--- config.mk ---
export PLATFORM = sky130hd
export DESIGN_NAME = accel_tilt_filter
export DESIGN_NICKNAME = d
export VERILOG_FILES = /design/src/rtl/accel_tilt_filter.sv
export SDC_FILE = /design/constraint.sdc
export NUM_CORES = 1
export LEC_CHECK = 0
export ABC_AREA = 1
export BUFFER_PORTS_ARGS = -buffer_cell sky130_fd_sc_hd__buf_2
export CAP_MARGIN = 5
export CORE_ASPECT_RATIO = 0.7
export CORE_MARGIN = 2
export CORE_UTILIZATION = 40
export DETAILED_ROUTE_END_ITERATION = 10
export SKIP_CTS_REPAIR_TIMING = 1
export SLEW_MARGIN = 20
export SYNTH_ARGS = -nofsm -noshare
export SYNTH_HDL_FRONTEND = slang
export SYNTH_SLANG_ARGS = --single-unit
--- constraint.sdc ---
create_clock -name clk -period 3.45 [get_ports clk]
set_input_delay 0.5175 -clock clk [delete_from_list [all_inputs] [get_ports clk]]
set_output_delay 0.5175 -clock clk [all_outputs]
set_load 0.005 [all_outputs]
--- src/rtl/accel_tilt_filter.sv ---
// Accelerometer tilt filter: ticked sampling, stability check, 8-sample moving average, tilt flags.
// Optional macro ACCEL_HYST_EN adds set/clear hysteresis to the tilt flags.
module accel_tilt_filter #(
  parameter int                 SAMPLE_DIV = 100000,
  parameter logic signed [15:0] THRESH     = 16'sd250,
  parameter logic signed [15:0] HYST       = 16'sd32
) (
  input  logic               clk,
  input  logic               reset,
  input  logic signed [15:0] y_value,
  input  logic signed [15:0] z_value,
  output logic signed [15:0] y_avg,
  output logic signed [15:0] z_avg,
  output logic               avg_valid,
  output logic               avg_strobe,
  output logic               tilt_left,
  output logic               tilt_right,
  output logic               face_down,
  output logic [7:0]         drop_count
);

  localparam int DW = $clog2(SAMPLE_DIV);

  typedef enum logic [1:0] {IDLE, CHECK, ACCUM, PUBLISH} state_t;

  state_t             state_q, state_d;
  logic [DW-1:0]      div_q;
  logic               tick;
  logic signed [15:0] cap_y_q, cap_z_q;
  logic signed [15:0] ybuf_q [8];
  logic signed [15:0] zbuf_q [8];
  logic signed [18:0] sum_y_q, sum_z_q;
  logic [2:0]         ptr_q;
  logic [3:0]         cnt_q;
  logic               cap_en, drop_en, accum_en, pub_en;
  logic signed [15:0] y_new, z_new;
  logic               valid_nx, right_nx, left_nx, down_nx;

  assign tick = (div_q == DW'(SAMPLE_DIV - 1));

  always_ff @(posedge clk or negedge reset) begin
    if (!reset) state_q <= IDLE;
    else        state_q <= state_d;
  end

  always_comb begin
    state_d = state_q;
    case (state_q)
      IDLE:    if (tick) state_d = CHECK;
      CHECK:   state_d = (y_value == cap_y_q && z_value == cap_z_q) ? ACCUM : IDLE;
      ACCUM:   state_d = PUBLISH;
      PUBLISH: state_d = IDLE;
      default: state_d = IDLE;
    endcase
  end

  always_comb begin
    cap_en   = (state_q == IDLE) && tick;
    drop_en  = (state_q == CHECK) && !(y_value == cap_y_q && z_value == cap_z_q);
    accum_en = (state_q == ACCUM);
    pub_en   = (state_q == PUBLISH);
  end

  // Arithmetic >>>3 truncated to 16 bits is exactly bits [18:3] of the sum.
  always_comb begin
    y_new    = sum_y_q[18:3];
    z_new    = sum_z_q[18:3];
    valid_nx = (cnt_q == 4'd8);
`ifdef ACCEL_HYST_EN
    right_nx = tilt_right ? !(y_new < (THRESH - HYST))    : (y_new > THRESH);
    left_nx  = tilt_left  ? !(y_new > -(THRESH - HYST))   : (y_new < -THRESH);
    down_nx  = face_down  ? !(z_new > -(THRESH - HYST))   : (z_new < -THRESH);
`else
    right_nx = (y_new > THRESH);
    left_nx  = (y_new < -THRESH);
    down_nx  = (z_new < -THRESH);
`endif
    if (!valid_nx) begin
      right_nx = 1'b0;
      left_nx  = 1'b0;
      down_nx  = 1'b0;
    end
  end

  always_ff @(posedge clk or negedge reset) begin
    if (!reset) begin
      div_q      <= '0;
      cap_y_q    <= '0;
      cap_z_q    <= '0;
      sum_y_q    <= '0;
      sum_z_q    <= '0;
      ptr_q      <= '0;
      cnt_q      <= '0;
      for (int unsigned i = 0; i < 8; i++) begin
        ybuf_q[i] <= '0;
        zbuf_q[i] <= '0;
      end
      y_avg      <= '0;
      z_avg      <= '0;
      avg_valid  <= 1'b0;
      avg_strobe <= 1'b0;
      tilt_left  <= 1'b0;
      tilt_right <= 1'b0;
      face_down  <= 1'b0;
      drop_count <= '0;
    end else begin
      div_q      <= tick ? '0 : div_q + DW'(1);
      avg_strobe <= pub_en;
      if (cap_en) begin
        cap_y_q <= y_value;
        cap_z_q <= z_value;
      end
      if (drop_en && drop_count != 8'hFF) drop_count <= drop_count + 8'd1;
      if (accum_en) begin
        sum_y_q <= sum_y_q + {{3{cap_y_q[15]}}, cap_y_q} - {{3{ybuf_q[ptr_q][15]}}, ybuf_q[ptr_q]};
        sum_z_q <= sum_z_q + {{3{cap_z_q[15]}}, cap_z_q} - {{3{zbuf_q[ptr_q][15]}}, zbuf_q[ptr_q]};
        ybuf_q[ptr_q] <= cap_y_q;
        zbuf_q[ptr_q] <= cap_z_q;
        ptr_q <= ptr_q + 3'd1;
        if (cnt_q != 4'd8) cnt_q <= cnt_q + 4'd1;
      end
      if (pub_en) begin
        y_avg      <= y_new;
        z_avg      <= z_new;
        avg_valid  <= valid_nx;
        tilt_right <= right_nx;
        tilt_left  <= left_nx;
        face_down  <= down_nx;
      end
    end
  end

endmodule

Word level (Yosys, flattened, before mapping)

Index checks and enable logic that the tools add are counted.

Add/subtract/negate cells: 8
$lt $le $gt $ge: 5
Equality and inequality tests: 10
Muxes and demuxes: 17
Bitwise operators: 1
Reduce and logical (&&, ||, !) cells: 8

Operator list:

| kind                  | number |
|---|---|
| $bwmux 128            | 2 |
| $bmux 16 s3           | 2 |
| $mux 16               | 5 |
| $demux 16 s3          | 1 |
| $add 19x19->19        | 2 |
| $sub 19x19->19        | 2 |
| $eq 16x16->1          | 2 |
| $lt 16x9->1 const B   | 2 |
| $add 17x1->17 const B | 1 |
| $eq 17x17->1 const B  | 1 |
| $mux 17               | 1 |
| $gt 16x9->1 const B   | 1 |
| $add 8x1->8 const B   | 1 |
| $ne 8x8->1 const B    | 1 |
| $pmux 2 s4            | 1 |
| $logic_and 1x1->1     | 5 |
| $add 4x1->4 const B   | 1 |
| $eq 2x2->1 const B    | 2 |
| $eq 4x4->1 const B    | 1 |
| $ge 4x4->1 const B    | 1 |
| $lt 4x1->1 const B    | 1 |
| $mux 2                | 2 |
| $ne 4x4->1 const B    | 1 |
| $not 3->4             | 1 |
| other kinds (7)       | 9 |

Register bits: 397
Bits of input ports: 34
Output and inout port bits: 45
Word-level logic and storage cells: 81

Depth between registers and ports, before layout

Word-level depth: 6
Depth in mapped cells: 22
Depth with buffers taken out: 21

Least setup slack after synthesis

No wires, ideal clock.

Path type: reg2reg
From: reg ptr_q[0]
To: reg sum_y_q[12]
Library setup time: 0.118 ns
Data arrival time: 2.994 ns
Required time: 3.332 ns
Slack: 0.338 ns
Stages on the path, launching flop included: 19
Buffers on the path: 4
Period minus slack after synthesis: 3.112 ns
Path through: dfrtp_1 -> buf_2 -> buf_2 -> buf_2 -> clkbuf_1 -> o211ai_1 -> o2111ai_1 -> fa_1 -> fa_1 -> inv_1 -> nand3_1 -> nand3_1 -> nand2_1 -> nand2_1 -> nand2_1 -> nand2_1 -> nand2_1 -> nand3_1 -> nand2_1

Longest elaborated chain between the ends: 5

Ends and longest elaborated chain:

| what                                       | RTL line | text |
|---|---|---|
| from (decl)                                | 33       | `logic [2:0] ptr_q;` |
| from (signal assigned)                     | 119      | `ptr_q <= ptr_q + 3'd1;` |
| $not 3->4 (implied by the code)            | 115      | `sum_y_q <= sum_y_q + {{3{cap_y_q[15]}}, cap_y_q} - {{3{ybuf_q[ptr_q][15]}}, ybuf_q[ptr_q]};` |
| $bmux 16 s3                                | 115      |  |
| $mux 16 (implied by the code) (2 in a row) | 115      |  |
| $sub 19x19->19                             | 115      |  |
| to (signal assigned)                       | 115      |  |
| to (decl)                                  | 32       | `logic signed [18:0] sum_y_q, sum_z_q;` |

No other way between the ends. The select of a mux whose other input is x is not followed.
A chain may end at the register's enable or synchronous reset.

Worst setup path after layout

From: reg ptr_q[0]
To: reg sum_z_q[14]

Longest elaborated chain between the ends: 5

Ends and longest elaborated chain:

| what                                       | RTL line | text |
|---|---|---|
| $not 3->4 (implied by the code)            | 116      | `sum_z_q <= sum_z_q + {{3{cap_z_q[15]}}, cap_z_q} - {{3{zbuf_q[ptr_q][15]}}, zbuf_q[ptr_q]};` |
| $bmux 16 s3                                | 116      |  |
| $mux 16 (implied by the code) (2 in a row) | 116      |  |
| $sub 19x19->19                             | 116      |  |
| to (signal assigned)                       | 116      |  |
| to (decl)                                  | 32       |  |

No other way between the ends. The select of a mux whose other input is x is not followed.

==> out/qor.yml <==
wl_met2_mm: 26.6
startpoint_type: "register"
setup_ws_ns: 0.192
grt_max_degree: 104
cp-endpoint: "sum_z_q[14]"
drc: 0
syn_to_final_growth_pct: 15.7
dp_worst_setup_slack_ns: 0.0426
reg2reg_from: "ptr_q[0]"
num-nets-final: 2765
vias_per_cell: 5.17
synthFlopType: "dfrtp_1"
r2r_slack_ns: 0.19
track_usage_pct: 21.9
yosys.area.top_type: "dfrtp_1"
grt_pass1_wl_mm: 93.8
cts_buffers: 43
ys_seq_area_share_pct: 48.1
clk_latency_ns: 0.57
crit_path_end_kind: "register"
clock-sinks: 397
ys_ff_latch: 397
cts_tree: "done"
core_area_sq_mm: 0.0509
pwr-share-comb_pct: 1.6
cellLeakagePower_nw: 11.9
final_cells: 3359
synth_top_area_share_pct: 48.1
worst_pin_slew_ns: 0.766
die_x_um: 276
synth_area_sq_mm: 0.0207
power_frac_seq_pct: 47.5
dieArea_sq_mm: 0.0535
synth_area_leaders: "dfrtp_1 (48%), nand2_1 (12%), o21ai_0 (9.1%), inv_1 (6.8%), fa_1 (3.5%)"
r2r_cells: 15
num_vias: 17400
antenna_found_initial: 0
syn_inst: 2577
wl_met1_mm: 26.8
wire_per_inst_um: 17.3
placedCellCount: 3271
hold_path_class: "input port to asynchronous set/reset pin"
async_reset_ff_share_pct: 100
setup_violations: 0
portBuffers: 78
drive_above_1_share_pct: 10.2
crit_fanout: 39
dp_hpwl_mm: 38.9
syn_avg_cell_area_sq_um: 8.02
clock_power_share_pct: 50.8
slew-limit-headroom_pct: 48.7
io_pins: 79
start_util_pct: 40.6
cap_violations: 0
fmax_ghz: 0.307
peakVddDrop_mv: 0.405
fin_crit_ns: 3.26
gp_congestion: 0.906
switchingPower_mw: 2.14
synth_edf_count: 0
cts_htree_levels: 2
diodes: 0
cp.required_ns: 3.89
p_sw_share_pct: 21.9
final_hold_viol_count: 23
failed_checks: "negative hold slack"
ant_nets: 0
clock_skew_ns: 0.0210
synth.net_count: 2692
arrival_ns: 3.70
wl_mm: 58.0
ys_top_cells_by_count: "nand2_1 (654), dfrtp_1 (397), inv_1 (375), o21ai_0 (375), nor2_1 (140)"
root_buffer: "clkbuf_16"
finalCritPeriodShare_pct: 94.4
r2r-end: "sum_z_q[14]"
synth.most_common_cell: "nand2_1"
finalMaxSlewViolations: 0
wl_met3_mm: 3.18
grt_remaining_overflow: 0
hold_slack_ns: -0.0290
yosysWarnings: 0
path_clk_slew_ns: 0.06
die_y_um: 194
grt_pass1_vias: 17200
first_pass_iters: 5
rows: 69
internal_power_mw: 7.66
p_per_area_mw_per_mm2: 410
dr.max_layer_used: "met4"
drt_iter0_drc: 1582
yosysUniqueCellTypes: 33
cts_max_path_buffers: 3
status: "finished with violations"
crit_start: "ptr_q[0]"
path_class: "register to register"
rsz0062_at_grt: "true"
-- metal layers --
layer,GRT usage [%],up-vias
met5,0,-
met4,6.07,0
met3,3.31,93
met2,35.4,478
met1,30.6,8394
li1,-,8391
-- power by group through the flow --
| stage | clock network [mW] | registers (mW) | logic [mW] |
|---|---|---|---|
| 6_report | 4.98 | 4.66 | 0.162 |
| 5_1_grt | 5.28 | 4.65 | 0.191 |
| 4_1_cts | 5.08 | 4.65 | 0.170 |
| 3_5_place_dp | 0 | 4.74 | 0.170 |
| 3_3_place_gp | 0 | 4.74 | 0.167 |
| 2_1_floorplan | 0 | 4.74 | 0.0279 |
-- state kept, by name, summed over array words and instances, names as in the netlist, 8 cells and up, named ones only --
name / flops
div_q: 17
zbuf_q: 128
sum_z_q: 19
sum_y_q: 19
ybuf_q: 128
y_avg: 16
drop_count: 8
cap_z_q: 16
z_avg: 16
cap_y_q: 16
-- through the flow --
step	area [sq um]	util, %	total power [mW]	setup TNS, ns	hold slack (ns)
floorplan	20700	-	4.77	0	0.222
global placement	22100	43.4	4.91	0	0.447
detailed placement	22100	43.4	4.91	0	0.458
CTS	23600	46.4	9.90	0	0.000510
global route	23900	47.0	10.1	-0.0485	0.0168
finish	23900	47.0	9.80	0	-0.0290
-- cells by family (layout without fill, tap and decap cells) --
| family | count (synthesis) | after routing | share of synthesized area, % |
|---|---|---|---|
| AOI/OAI and AO/OA | 594 | 594 | 15.3 |
| xor gates and xnor gates | 59 | 59 | 2.50 |
| adders and majority gates | 81 | 81 | 6.21 |
| buffers and inverters | 495 | 603 | 9.27 |
| DFF | 397 | 397 | 48.1 |
| and+or+nand+nor | 951 | 951 | 18.7 |
-- worst min path at each step --
stage | startpoint | endpoint | slack [ns] | cells past startpoint
CTS | reset | cap_z_q[4] | 0.0005 | 1
floorplan | reset | asynchronous set/reset pin | 0.22 | 0
global route | reset | cap_z_q[6] | 0.02 | 1
detailed placement | div_q[0] | div_q[0] | 0.46 | 1
finish | reset | cap_z_q[3] | -0.03 | 1
global placement | div_q[0] | div_q[0] | 0.45 | 1
-- placed cells by master (no fill, tap or decap), types with 9 or more instances in the layout --
cell type	instances
nand2_1	647
dfrtp_1	394
inv_1	373
o21ai_0	360
nor2_1	133
a21oi_1	131
nand3_1	96
buf_2	77
clkbuf_16	49
xnor2_1	42
buf_4	41
ha_1	40
o21ai_1	35
fa_1	35
o211ai_1	30
o2111ai_1	20
xor2_1	17
nand4_1	16
buf_12	14
clkbuf_8	12
nand2_2	10
nor3_1	9
nand3b_1	9
-- area by class of cell --
cell class,instances,area [sq um]
fill,4886,26900
sequential,397,9940
multi-input combinational,1685,9000
inverter,382,1440
clock buffer,63,1310
timing repair buffer,141,1170
tap,674,843
clock inverter,17,220
-- critical path, cell delays in order, from the launching register on --
cell       delay [ns]
dfrtp_4          0.54
buf_12           0.17
clkbuf_16        0.21
o211ai_1         0.25
o2111ai_1        0.21
fa_1             0.52
inv_1            0.04
ha_1             0.34
nand2_1          0.11
inv_1            0.07
a21oi_1          0.18
nand3_2          0.17
nand2_1          0.12
nand3_1          0.07
nand3_1          0.08
nand2_1          0.06
Power figures use the tool's default switching activity.
